==> src/rtl/icc_branch_ctrl.sv <==
// ---------------------------------------------------------------------------
// icc_branch_ctrl
//
// Holds the integer condition codes {N,Z,V,C} written by the ALU on
// cc-setting ops. Evaluates Bicc conditions against them, registers the
// branch-taken decision and target PC, and flags the delay slot for
// annulment.
//
// Ports
//   Clk        : clock, all state updates on the rising edge
//   Clr        : synchronous active-low reset, overrides everything
//   stall      : pipeline stall, holds all state and outputs
//   icc_we     : write N_in..C_in into icc this cycle
//   N_in..C_in : ALU flag outputs
//   br_valid   : a Bicc instruction is presented this cycle
//   cond       : Bicc cond field
//   a          : annul bit
//   br_target  : computed branch target
//   icc_out    : registered {N,Z,V,C}
//   Cout       : icc carry, fed back to the ALU carry-in (ADDX/SUBX)
//   br_taken   : registered taken decision (one-cycle pulse unless stalled)
//   pc_target  : registered target, meaningful while br_taken=1
//   squash     : delay-slot instruction must be annulled
// ---------------------------------------------------------------------------
module icc_branch_ctrl #(
    parameter int AW = 32
) (
    input  logic          Clk,
    input  logic          Clr,
    input  logic          stall,
    input  logic          icc_we,
    input  logic          N_in,
    input  logic          Z_in,
    input  logic          V_in,
    input  logic          C_in,
    input  logic          br_valid,
    input  logic [3:0]    cond,
    input  logic          a,
    input  logic [AW-1:0] br_target,
    output logic [3:0]    icc_out,
    output logic          Cout,
    output logic          br_taken,
    output logic [AW-1:0] pc_target,
    output logic          squash
);

    localparam logic [1:0] IDLE      = 2'd0;
    localparam logic [1:0] DLY_EXEC  = 2'd1;
    localparam logic [1:0] DLY_ANNUL = 2'd2;

    logic [1:0]    state_reg;
    logic [3:0]    icc_reg;
    logic          br_taken_reg;
    logic          squash_reg;
    logic [AW-1:0] pc_target_reg;

    logic [3:0]    flags_in;
    logic [3:0]    eval_flags;
    logic          base_true;
    logic          taken;
    logic          squash_next;
    logic          accept;

    assign flags_in = {N_in, Z_in, V_in, C_in};

    // A branch issued alongside a cc-setting op must see the new flags.
    assign eval_flags = icc_we ? flags_in : icc_reg;

    // cond[2:0] selects the base test; cond[3] inverts it. This yields
    // never/always for 0000/1000 and the complemented set for 1001..1111.
    always_comb begin
        base_true = 1'b0;
        case (cond[2:0])
            3'd0: base_true = 1'b0;
            3'd1: base_true = eval_flags[2];
            3'd2: base_true = eval_flags[2] | (eval_flags[3] ^ eval_flags[1]);
            3'd3: base_true = eval_flags[3] ^ eval_flags[1];
            3'd4: base_true = eval_flags[0] | eval_flags[2];
            3'd5: base_true = eval_flags[0];
            3'd6: base_true = eval_flags[3];
            3'd7: base_true = eval_flags[1];
            default: base_true = 1'b0;
        endcase
    end

    assign taken       = cond[3] ^ base_true;
    // BA,a annuls its delay slot even though taken; other taken branches
    // with a=1 execute it.
    assign squash_next = a & (~taken | (cond == 4'b1000));
    // The instruction after an annulling branch is the squashed slot, so a
    // branch seen in DLY_ANNUL is not accepted.
    assign accept      = br_valid & ~stall & (state_reg != DLY_ANNUL);

    always_ff @(posedge Clk) begin
        if (!Clr) begin
            state_reg     <= IDLE;
            icc_reg       <= 4'b0000;
            br_taken_reg  <= 1'b0;
            squash_reg    <= 1'b0;
            pc_target_reg <= '0;
        end else if (!stall) begin
            if (icc_we) begin
                icc_reg <= flags_in;
            end
            if (accept) begin
                br_taken_reg <= taken;
                squash_reg   <= squash_next;
                state_reg    <= squash_next ? DLY_ANNUL : DLY_EXEC;
                if (taken) begin
                    pc_target_reg <= br_target;
                end
            end else begin
                br_taken_reg <= 1'b0;
                squash_reg   <= 1'b0;
                state_reg    <= IDLE;
            end
        end
    end

    assign icc_out   = icc_reg;
    assign Cout      = icc_reg[0];
    assign br_taken  = br_taken_reg;
    assign squash    = squash_reg;
    assign pc_target = pc_target_reg;

endmodule

==> config.mk <==
export PLATFORM = sky130hd
export DESIGN_NAME = icc_branch_ctrl
export DESIGN_NICKNAME = d
export VERILOG_FILES = /design/src/rtl/icc_branch_ctrl.sv
export SDC_FILE = /design/constraint.sdc
export NUM_CORES = 1
export LEC_CHECK = 0
export CORE_MARGIN = 8
export CORE_UTILIZATION = 43
export CTS_CLUSTER_DIAMETER = 200
export DETAILED_ROUTE_END_ITERATION = 8
export PLACE_DENSITY_LB_ADDON = 0.15
export SETUP_SLACK_MARGIN = 0.05
export SKIP_LAST_GASP = 1
export SYNTH_ARGS = -nofsm -noshare
export SYNTH_HDL_FRONTEND = slang
export SYNTH_SLANG_ARGS = --single-unit
==> constraint.sdc <==
create_clock -name Clk -period 6.5 [get_ports Clk]
set_input_delay 0.65 -clock Clk [delete_from_list [all_inputs] [get_ports Clk]]
set_output_delay 0.65 -clock Clk [all_outputs]
set_load 0.01 [all_outputs]
## Yosys cells after proc, flatten, opt, wreduce, memory -nomap -nowiden

Cells that the tools add are included.

- Word-level logic and storage cells: 32
- Flip-flop bits (word level): 40
- Output and inout bits: 39

- Equal/unequal tests: 9
- Bitwise operators: 10
- Reductions and logical operators: 2
- Mux-type cells: 6

Operator list:

| kind | count |
|---|---|
| $eq 3x3->1 const B | 4 |
| $pmux 1 s8 | 1 |
| $eq 3x2->1 const B | 2 |
| $eq 4x4->1 const B | 1 |
| $mux 2 | 2 |
| $mux 4 | 1 |
| $and 1x1->1 | 3 |
| $eq 3x1->1 const B | 1 |
| $logic_not 3->1 | 1 |
| $or 1x1->1 | 3 |
| $reduce_and 3->1 | 1 |
| $mux 1 | 2 |
| $ne 2x2->1 const B | 1 |
| $not 1->1 | 2 |
| $xor 1x1->1 | 2 |

## Longest topological paths before layout

- Depth in word-level cells: 10
- Gate-level depth with buffers: 9
- Depth with buffers taken out: 6

## Worst setup path after synthesis

Ideal clock, no wire load.

- Path type: input-to-reg
- Start point: in icc_we
- End point: reg pc_target_reg[10], in the netlist pc_target[10]
- Cell stages on the path: 9
- Path buffers: 3
- Arrival: 2.519 ns
- Setup slack: 3.860 ns
- Library setup time: 0.122 ns
- Cells stage by stage: buf_4 mux2i_1 mux2_4 a32o_1 or3_1 and3_1 buf_6 buf_6 a221o_1

- Word-level cells in the longest chain between the ends: 6
- Elaborated cells on any way between the ends: 7
- Classes of those cells: 2 x mux; 4 x bitwise; 1 x reduce/logical

RTL lines:

| item | RTL line | RTL |
|---|---|---|
| from (decl) | 31 | `input logic icc_we,` |
| $mux 4 * | n/a |  |
| $xor 1x1->1 | 76, 77 |  |
| $or 1x1->1 | 76 | `3'd2: base_true = eval_flags[2] \| (eval_flags[3] ^ eval_flags[1]);` |
| $pmux 1 s8 * | 73 | `case (cond[2:0])` |
| $xor 1x1->1 * | 86 | `assign taken = cond[3] ^ base_true;` |
| $reduce_and 3->1 (no line) * | n/a |  |
| to (signal assigned) | 110 | `pc_target_reg <= br_target;` |
| to (decl) | 55 | `logic [AW-1:0] pc_target_reg;` |

Mark *: on every way between the ends. The rest lies on a longest branch, timed or not.
A chain may end at the register's enable or synchronous reset.

## Worst setup path in the final report

- Start point: in icc_we
- End point: reg pc_target_reg[17], in the netlist pc_target[17]

Same word-level chain as after synthesis.

==> flow_metrics.env <==
export IMPL_die_y_microns=79.30
export IMPL_cts_root_buf="clkbuf_8"
export IMPL_cts_tree="yes"
export IMPL_yosysUniqueCellTypes=32
export IMPL_die_area_sq_mm=0.006288
export IMPL_clkLatencyLatePin_ns=0.29
export IMPL_pwr_share_seq=0.447
export IMPL_fin_nets=291
export IMPL_grt_usage=0.1406
export IMPL_worstPathMaxFanout=33
export IMPL_cts_setup_buffers=0
export IMPL_fin_worst_skew_ns=0.005696
export IMPL_reg2reg_from="icc_out[1]$_SDFFE_PN0N_"
export IMPL_holdCritStartpoint="br_taken$_SDFFE_PN0N_"
export IMPL_num_antenna_cells=0
export IMPL_hold_buffers=0
export IMPL_period_share=0.5095
export IMPL_synthToLayoutAreaGrowth_pct=54.83
export IMPL_coreArea_sq_mm=0.003943
export IMPL_path_class="in -> reg"
export IMPL_dp_hpwl_microns=3357
export IMPL_p_sw_uw=145.7
export IMPL_start_util=0.4370
export IMPL_num_rows=23
export IMPL_cp_start_kind="input pin"
export IMPL_ys_seq_area_frac=0.4532
export IMPL_hold_path_class="reg -> reg"
export IMPL_tightestPinTransition_ns=1.223
export IMPL_hold_viol_final=0
export IMPL_synth_edf_count=0
export IMPL_dpl_cell_area_sq_mm=0.002550
export IMPL_p_leak_nw=1.037
export IMPL_irDropWorstVdd_uv=140.0
export IMPL_antenna_found_initial=0
export IMPL_via_per_inst=5.264
export IMPL_status="complete, no violations"
export IMPL_yosysWarnings=0
export IMPL_drtPass1Iterations=4
export IMPL_wl_microns=4609
export IMPL_slew_violations=0
export IMPL_synth_ff_type="dfxtp_1"
export IMPL_initialDrtViolationCount=89
export IMPL_async_reset_ff_frac=0
export IMPL_synth_seq_cells=39
export IMPL_worstPathArrival_ns=3.48
export IMPL_drcViolationCount=0
export IMPL_synth_nets=212
export IMPL_synth_area_sq_mm=0.001723
export IMPL_vias=1558
export IMPL_startpoint="icc_we"
export IMPL_fp_dieW_microns=79.30
export IMPL_endpoint_kind="flip-flop"
export IMPL_cp_required_ns=6.67
export IMPL_clkSinkCount=39
export IMPL_port_buffers=84
export IMPL_clock_fmax_ghz=0.3020
export IMPL_cts_buffers=5
export IMPL_slew_headroom=0.1845
export IMPL_grt_max_degree=34
export IMPL_ant_nets=0
export IMPL_htree_levels=2
export IMPL_largest_register_ffs=32
export IMPL_tns_ns=0
export IMPL_synth_cells=166
export IMPL_wire_per_inst_microns=15.57
export IMPL_grt_pass1_wl_microns=7217
export IMPL_clockBufferDepth=2
export IMPL_power_frac_clock=0.343
export IMPL_swShare=0.2404
export IMPL_drive_above_1_share=0.06504
export IMPL_ioPinCount=85
export IMPL_gp_congestion=0.8437
export IMPL_max_cap_viol_count=0
export IMPL_p_int_uw=460.2
export IMPL_cts_clk_slew_worst_paths_ns=0.07
export IMPL_setup_viol=0
export IMPL_grt_pass1_vias=1447
export IMPL_rsz0062_at_grt="no"
export IMPL_pwr_share_comb=0.210
export IMPL_powerDensity_mw_per_mm2=227.1
export IMPL_min_period_ns=3.312
export IMPL_grt_overflow=0
export IMPL_finish_instance_area_sq_mm=0.002668
export IMPL_synth_avg_cell_area_sq_um=10.38
export IMPL_cts_resized=0
## cell usage after synthesis, types with 2 or more instances
| library cell | count | area share |
|---|---|---|
| buf_6 | 4 | 0.026 |
| and2_1 | 34 | 0.12 |
| a221o_1 | 32 | 0.19 |
| nor2_1 | 5 | 0.011 |
| nand2_1 | 6 | 0.013 |
| inv_1 | 3 | 0.0065 |
| mux2i_1 | 5 | 0.029 |
| dfxtp_1 | 39 | 0.45 |
| clkbuf_1 | 4 | 0.0087 |
| nor2b_1 | 2 | 0.0073 |
| a32o_1 | 2 | 0.012 |
| o32a_1 | 2 | 0.012 |
| buf_4 | 2 | 0.0087 |
| o21ai_0 | 5 | 0.015 |
| nand3_1 | 2 | 0.0058 |
| buf_2 | 3 | 0.0087 |
## final timing paths
kind | end | cells after the start | slack [ns]
worst max register to register | pc_target[17]$_SDFFE_PN0P_ | 6 | 3.89
worst max-delay path | pc_target[17]$_SDFFE_PN0P_ | 7 | 3.19
worst min register to register | br_taken$_SDFFE_PN0N_ | 1 | 0.49
worst min-delay path | br_taken$_SDFFE_PN0N_ | 1 | 0.49
## cells in the final DEF, fill, tap and decap left out, types with 2 or more instances in the layout
cell             count
a221o_1             32
clkbuf_8             6
nor2_1               5
dfxtp_1             39
o32a_1               2
nor2b_1              2
o21ai_0              5
nand2_1              6
a32o_1               2
nand3_1              2
inv_1                3
and2_1              34
clkdlybuf4s50_1     84
mux2i_1              5
## stage by stage
step	worst slack, ns	utilization	hold WS, ns	power (mW)	std cells
after CTS	3.232	0.6766	0.4963	0.6129	296
after floorplan	3.860	-	0.4683	0.3304	166
after global placement	3.008	0.6468	0.4692	0.4022	288
after global routing	3.046	0.6766	0.5200	0.6347	296
after detailed placement	2.939	0.6468	0.4787	0.4039	288
final	3.188	0.6766	0.4929	0.6059	296
## cell type report
| cell class | instances | area [sq um] |
|---|---|---|
| clock buffers | 6 | 82.58 |
| clock inverters | 2 | 35.03 |
| fillers | 323 | 1275 |
| inverters | 3 | 11.26 |
| multi-input cells | 111 | 847.1 |
| flip-flops and latches | 39 | 780.7 |
| well taps | 50 | 62.56 |
| repair buffers | 85 | 848.3 |
## kinds of logic after synthesis
kind of cell	count (synthesis)	synth area share
compound gates	49	0.2593
buf+inv	16	0.05881
flops	39	0.4532
mux	7	0.04430
simple gates	55	0.1845
## worst max-delay path: stages
cell and delay [ns]:
clkdlybuf4s50_1 0.60, mux2i_1 0.39, o22ai_1 0.17, a32o_1 0.27, or3_1 0.38, and3_1 0.56
a221o_1 0.45
## power by group through the flow
stage | clock network (mW) | registers (mW) | logic [mW]
2_1_floorplan | 0 | 0.283 | 0.0477
3_3_place_gp | 0 | 0.276 | 0.127
3_5_place_dp | 0 | 0.276 | 0.128
4_1_cts | 0.214 | 0.271 | 0.129
5_1_grt | 0.225 | 0.273 | 0.137
6_report | 0.208 | 0.271 | 0.127
## layer usage
layer | track usage | routed length [microns] | vias to the layer above
li1 | - | - | 785
met1 | 0.1883 | 2233 | 708
met2 | 0.2112 | 2038 | 60
met3 | 0.03725 | 292 | 5
met4 | 0.05000 | 44 | 0
met5 | 0 | 0 | -
(Power assumes the default switching activity.)
